**src/rtl/btn_conditioner.sv**
```systemverilog
// btn_conditioner: front end between raw board inputs and the game FSM.
//
// Each of the five push buttons is synchronised and then debounced by its own
// four-state FSM. A debounced press raises a one-cycle request. When several
// requests arrive in the same cycle, a fixed-priority arbiter passes only the
// lowest-indexed one to btn_pulse; the others are dropped.
// The nine card switches are synchronised, registered onto card_sel, and
// decoded into a one-hot validity flag and an encoded index.
//
// Optional feature: define BTN_AUTOREPEAT_EN to enable auto-repeat. A held
// button then issues a further request every REPEAT_CYCLES cycles.
//
// Ports:
//   clk         system clock
//   reset       asynchronous, active-high reset
//   btn_raw     raw buttons (0 center, 1 top, 2 bottom, 3 left, 4 right)
//   sw_raw      raw card switches
//   btn_pulse   single-cycle press pulses, at most one bit high per cycle
//   btn_level   debounced held level per button
//   card_sel    synchronised switch bus
//   card_valid  exactly one card_sel bit set
//   card_index  index of the set bit, 4'hF when card_valid is low
module btn_conditioner #(
  parameter int DEBOUNCE_CYCLES = 1000000,
  parameter int CNT_W           = 20,
  parameter int REPEAT_CYCLES   = 25000000
) (
  input  logic       clk,
  input  logic       reset,
  input  logic [4:0] btn_raw,
  input  logic [8:0] sw_raw,
  output logic [4:0] btn_pulse,
  output logic [4:0] btn_level,
  output logic [8:0] card_sel,
  output logic       card_valid,
  output logic [3:0] card_index
);

  localparam logic [1:0] IDLE         = 2'd0;
  localparam logic [1:0] PRESS_WAIT   = 2'd1;
  localparam logic [1:0] HELD         = 2'd2;
  localparam logic [1:0] RELEASE_WAIT = 2'd3;

  localparam logic [CNT_W-1:0] DB_LAST = CNT_W'(DEBOUNCE_CYCLES - 1);
  localparam logic [CNT_W-1:0] CNT_ONE = 1;

  if (DEBOUNCE_CYCLES < 1 || DEBOUNCE_CYCLES > (2 ** CNT_W) - 1) begin : g_bad_debounce
    $error("DEBOUNCE_CYCLES out of range for CNT_W");
  end
  if (REPEAT_CYCLES < 1) begin : g_bad_repeat
    $error("REPEAT_CYCLES must be at least 1");
  end

  logic [4:0] btn_s1, btn_s2;
  logic [8:0] sw_s1, sw_s2;

  logic [1:0]       state     [5];
  logic [1:0]       state_nxt [5];
  logic [CNT_W-1:0] cnt       [5];
  logic [CNT_W-1:0] cnt_nxt   [5];
  logic [4:0]       req;
  logic [4:0]       level_nxt;
  logic [4:0]       grant;

`ifdef BTN_AUTOREPEAT_EN
  localparam int RPT_W = $clog2(REPEAT_CYCLES + 1);
  localparam logic [RPT_W-1:0] RPT_LAST = RPT_W'(REPEAT_CYCLES - 1);
  localparam logic [RPT_W-1:0] RPT_ONE  = 1;

  logic [RPT_W-1:0] rcnt     [5];
  logic [RPT_W-1:0] rcnt_nxt [5];
`endif

  logic [3:0] sw_ones;
  logic [3:0] sw_idx;
  logic       sw_onehot;

  // Two-flop synchronisers; only the second stage is used downstream.
  always_ff @(posedge clk or posedge reset) begin
    if (reset) begin
      btn_s1 <= '0;
      btn_s2 <= '0;
      sw_s1  <= '0;
      sw_s2  <= '0;
    end else begin
      btn_s1 <= btn_raw;
      btn_s2 <= btn_s1;
      sw_s1  <= sw_raw;
      sw_s2  <= sw_s1;
    end
  end

  // Per-button debounce FSMs.
  always_comb begin
    req       = '0;
    level_nxt = '0;
    for (int unsigned k = 0; k < 5; k++) begin
      state_nxt[k] = state[k];
      cnt_nxt[k]   = cnt[k];
      case (state[k])
        IDLE: begin
          if (btn_s2[k]) begin
            state_nxt[k] = PRESS_WAIT;
            cnt_nxt[k]   = '0;
          end
        end
        PRESS_WAIT: begin
          if (!btn_s2[k]) begin
            state_nxt[k] = IDLE;
          end else if (cnt[k] == DB_LAST) begin
            state_nxt[k] = HELD;
            req[k]       = 1'b1;
          end else begin
            cnt_nxt[k] = cnt[k] + CNT_ONE;
          end
        end
        HELD: begin
          if (!btn_s2[k]) begin
            state_nxt[k] = RELEASE_WAIT;
            cnt_nxt[k]   = '0;
          end
        end
        RELEASE_WAIT: begin
          if (btn_s2[k]) begin
            state_nxt[k] = HELD;
          end else if (cnt[k] == DB_LAST) begin
            state_nxt[k] = IDLE;
          end else begin
            cnt_nxt[k] = cnt[k] + CNT_ONE;
          end
        end
        default: state_nxt[k] = IDLE;
      endcase
`ifdef BTN_AUTOREPEAT_EN
      // Repeat counter only runs while stably held; anything else clears it.
      rcnt_nxt[k] = '0;
      if (state[k] == HELD && btn_s2[k]) begin
        if (rcnt[k] == RPT_LAST) begin
          req[k] = 1'b1;
        end else begin
          rcnt_nxt[k] = rcnt[k] + RPT_ONE;
        end
      end
`endif
      // Level is registered from the next state so it rises with the pulse.
      level_nxt[k] = (state_nxt[k] == HELD) || (state_nxt[k] == RELEASE_WAIT);
    end
  end

  // Fixed priority: isolate the lowest set request bit.
  assign grant = req & (~req + 5'd1);

  always_ff @(posedge clk or posedge reset) begin
    if (reset) begin
      for (int unsigned k = 0; k < 5; k++) begin
        state[k] <= IDLE;
        cnt[k]   <= '0;
`ifdef BTN_AUTOREPEAT_EN
        rcnt[k]  <= '0;
`endif
      end
      btn_pulse <= '0;
      btn_level <= '0;
    end else begin
      for (int unsigned k = 0; k < 5; k++) begin
        state[k] <= state_nxt[k];
        cnt[k]   <= cnt_nxt[k];
`ifdef BTN_AUTOREPEAT_EN
        rcnt[k]  <= rcnt_nxt[k];
`endif
      end
      btn_pulse <= grant;
      btn_level <= level_nxt;
    end
  end

  // Card decode from the same synchronised sample that feeds card_sel.
  always_comb begin
    sw_ones = '0;
    sw_idx  = 4'hF;
    for (int unsigned i = 0; i < 9; i++) begin
      if (sw_s2[i]) begin
        sw_ones = sw_ones + 4'd1;
        sw_idx  = 4'(i);
      end
    end
    sw_onehot = (sw_ones == 4'd1);
    if (!sw_onehot) begin
      sw_idx = 4'hF;
    end
  end

  always_ff @(posedge clk or posedge reset) begin
    if (reset) begin
      card_sel   <= '0;
      card_valid <= 1'b0;
      card_index <= 4'hF;
    end else begin
      card_sel   <= sw_s2;
      card_valid <= sw_onehot;
      card_index <= sw_idx;
    end
  end

endmodule
```
**config.mk**
```make
export PLATFORM = sky130hd
export DESIGN_NAME = btn_conditioner
export DESIGN_NICKNAME = d
export VERILOG_FILES = /design/src/rtl/btn_conditioner.sv
export SDC_FILE = /design/constraint.sdc
export NUM_CORES = 1
export LEC_CHECK = 0
export ABC_AREA = 1
export CAP_MARGIN = 20
export CORE_MARGIN = 2
export CORE_UTILIZATION = 60
export DETAILED_ROUTE_END_ITERATION = 7
export PLACE_DENSITY = 0.79
export SYNTH_ARGS = -nofsm -noshare
export SYNTH_HDL_FRONTEND = slang
export SYNTH_SLANG_ARGS = --single-unit
```
**constraint.sdc**
```tcl
create_clock -name clk -period 6.9 [get_ports clk]
set_clock_uncertainty 0.05 [all_clocks]
set_input_delay 1.38 -clock clk [delete_from_list [all_inputs] [get_ports clk]]
set_output_delay 1.38 -clock clk [all_outputs]
set_load 0.1 [all_outputs]
```
==> reports/qor.tcl <==
set qor(vias_per_cell) 5.560
set qor(fin_crit_ns) 4.737
set qor(ys_async_sr_fraction_pct) 100.0
set qor(ys.flop_type) {dfrtp_1}
set qor(num_rows) 42
set qor(share_clk_of_total_power_pct) 43.4
set qor(finalCritPeriodShare_pct) 68.66
set qor(cts.path.max_buffers) 2
set qor(dpl.hpwl_mm) 12.15
set qor(hold_start) {btn_s1[0]}
set qor(initial_core_util_pct) 61.95
set qor(worst-endpoint-required_ns) 7.20
set qor(arrival_ns) 5.04
set qor(power_per_cell_area_mw_per_mm2) 230.3
set qor(irDropWorstVdd_uv) 203.5
set qor(ys_ff_latch) 159
set qor(io-pin-count) 40
set qor(post-route-worst-setup-slack_ns) 2.163
set qor(slew_worst_pin_ns) 0.9817
set qor(cp_max_fo) 5
set qor(clock_pin_slew_of_the_registers_on_the_worst_case_setup_and_hold_paths_ns) 0.06
set qor(drt_first_iter_violations) 596
set qor(outcome) {complete, no violations}
set qor(final_antenna_net_count) 0
set qor(global_route.overflow_total) 0
set qor(cpPeakStageDelay_ns) 0.40
set qor(min_delay_path_depth) 0
set qor(setup-tns-final_ns) 0
set qor(crit-reg2reg-launch) {sw_s2[0]}
set qor(unrepaired_setup_endpoints_after_global_routing) {no}
set qor(post-route-cell-area_mm2) 0.009452
set qor(ys_top_cells_by_count) {nand2_1, dfrtp_1, inv_1, nor2_1, nand3_1}
set qor(combinationalPowerShare_pct) 11.3
set qor(die_y_um) 121.6
set qor(drive_above_1_share_pct) 6.985
set qor(number_of_enable_type_register_cells_in_the_synthesized_netlist) 0
set qor(yosysMostFrequentCell) {nand2_1}
set qor(most_prevalent_standard_cell_on_the_critical_path) {nand2_1}
set qor(clock_insertion_delay_at_the_later_pin_of_the_skew_report_ns) 0.42
set qor(total_leakage_power_nw) 4.276
set qor(cts.repair_timing.setup_buffer_count) 0
set qor(grt_start_max_net_pins) 96
set qor(cap_violations) 0
set qor(first_global_vias) 6577
set qor(floorplan.die.width_um) 121.6
set qor(coreArea_mm2) 0.01340
set qor(seq_power_share_pct) 45.3
set qor(post_synth.cell_area_avg_um2) 8.044
set qor(antenna_violations_before_repair) 0
set qor(grt_pass1_wl_mm) 30.10
set qor(switching_share_pct) 24.99
set qor(yosysUniqueCellTypes) 41
set qor(post_synth_inst_count) 1032
set qor(grt.total_usage_pct) 25.26
set qor(die_footprint_mm2) 0.01479
set qor(synthTopCellsByArea) {dfrtp_1, nand2_1, inv_1, nor2_1, nand3_1}
set qor(num_vias) 7028
set qor(num_antenna_cells) 0
set qor(yosys_warnings) 0
set qor(reg2reg_setup_slack_ns) 2.16
set qor(timing.final.hold_violations) 0
set qor(cts_repair_resize_count) 0
set qor(num-nets-final) 1108
set qor(report.final.slew_viol_count) 0
set qor(min_delay_worst_endpoint) {btn_s2[0]}
set qor(drt_wl_total_mm) 16.98
set qor(syn-cell-area_mm2) 0.008302
set qor(timing.critical_path.to_type) {flop}
set qor(drc) 0
set qor(placedInstanceArea_mm2) 0.008857
set qor(detailedPlace.worstSlack_ns) 2.201
set qor(synth_sequential_area_ratio_pct) 47.99
set qor(detailedRoute.firstPassIterationCount) 5
set qor(cts.root.buffer_cell) {clkbuf_16}
set qor(slew_headroom_pct) 34.35
set qor(tritoncts) {built}
set qor(finalPower_w) 0.002176
set qor(worstRegToRegCells) 29
set qor(portBuffers) 39
set qor(critical-path-slowest-cell) {dfrtp_1}
set qor(place_congestion) 0.9555
set qor(area_delta_synth_final_pct) 13.85
set qor(wire_per_inst_um) 13.44
set qor(netlist.top_cell.by_area) {dfrtp_1}
set qor(clock-sinks) 159
set qor(htreeDepth) 4
set qor(postSynthNetCount) 1062
set qor(internal_power_w) 0.001633
set qor(crit_type) {reg2reg}
set qor(finalSetupViolCount) 0
set qor(achievable-frequency_mhz) 211.1
set qor(p_sw_w) 0.0005438
set qor(tritoncts.num_buffers) 17
set qor(post_cts_hold_buffer_count) 0
set qor(synth_largest_type_area_fraction_pct) 46.72
set qor(holdCritPathClass) {reg2reg}
set qor(crit-reg2reg-capture) {card_valid}
set qor(critical_path.startpoint_type) {flop}
how the worst max path moves through the flow:
stage / startpoint / end / slack (ns)
after floorplan: reset / btn_level[1] / 1.19
after global placement: sw_s2[0] / card_valid / 2.36
after detailed placement: sw_s2[0] / card_valid / 2.20
after CTS: sw_s2[0] / card_index[3] / 2.18
after global routing: sw_s2[0] / card_valid / 1.82
final: sw_s2[0] / card_valid / 2.16
through the flow:
step,util [%],hold WS [ns],cells
after floorplan,-,0.2812,1032
after global placement,66.10,0.2816,1235
after detailed placement,66.10,0.2847,1235
after CTS,70.53,0.2982,1264
after global routing,70.53,0.3049,1264
final,70.53,0.2968,1264
area by class of cell:
type | count | area, µm²
clock inverter | 7 | 110.1
fill | 1048 | 3949
timing repair buffer | 40 | 397.9
inverter | 152 | 575.6
clock buffer | 22 | 484.2
tap | 176 | 220.2
sequential | 159 | 3984
multi-input combinational | 708 | 3680
cells by family (layout without fill, tap and decap cells):
group	count (synthesis)	in the layout	share of synthesized area, %
fa+ha+maj	14	14	2.110
simple gates	528	528	29.87
buf+inv	165	221	7.686
xor+xnor	26	26	2.743
flops	159	159	47.99
compound gates	140	140	9.601
critical path, delay by kind of cell (launching register included):
kind,cells,cell delay (ns)
AO/OA/AOI/OAI,1,0.11
buffers and inverters,6,0.36
adder cells (fa/ha/maj),7,1.93
flip-flops,1,0.40
AND/OR/NAND/NOR,15,1.82
registers in the layout, indices dropped and copies added, names as in the netlist, 5 cells and up:
register   flops
cnt          100
card_sel       9
state          9
sw_s1          9
sw_s2          9
btn_pulse      5
btn_s1         5
btn_s2         5
cell usage in the layout, fill, tap and decap left out, types with 7 or more instances in the layout:
master / Yosys / layout
dfrtp_1: 155 / 155
o31ai_1: 15 / 15
clkbuf_16: 0 / 17
nor3_1: 54 / 54
ha_1: 14 / 14
nand2_1: 205 / 205
nand2_4: 7 / 7
nand2_2: 11 / 11
inv_1: 147 / 146
nor4_1: 23 / 23
clkdlybuf4s50_1: 0 / 39
o21ai_0: 56 / 56
a21oi_1: 42 / 42
nand4_1: 38 / 38
xor2_1: 25 / 25
nor2_1: 100 / 100
nand3_1: 63 / 63
power by group through the flow:
stage | Combinational [W] | Sequential [W] | Clock, W
3_5_place_dp | 0.000246 | 0.00100 | 0
3_3_place_gp | 0.000241 | 0.00100 | 0
4_1_cts | 0.000249 | 0.000986 | 0.000957
5_1_grt | 0.000279 | 0.000989 | 0.00101
2_1_floorplan | 0.000139 | 0.00105 | 0
6_report | 0.000246 | 0.000986 | 0.000944
routing by layer:
metal  track usage, %  vias to the layer above  wire, µm
met3            5.478                       26       760
met4            7.471                        0       236
met1            34.69                     3295      7964
li1                 -                     3509         -
met5                0                        -         0
met2            40.70                      198      8022
Power figures use the tool's default switching activity.
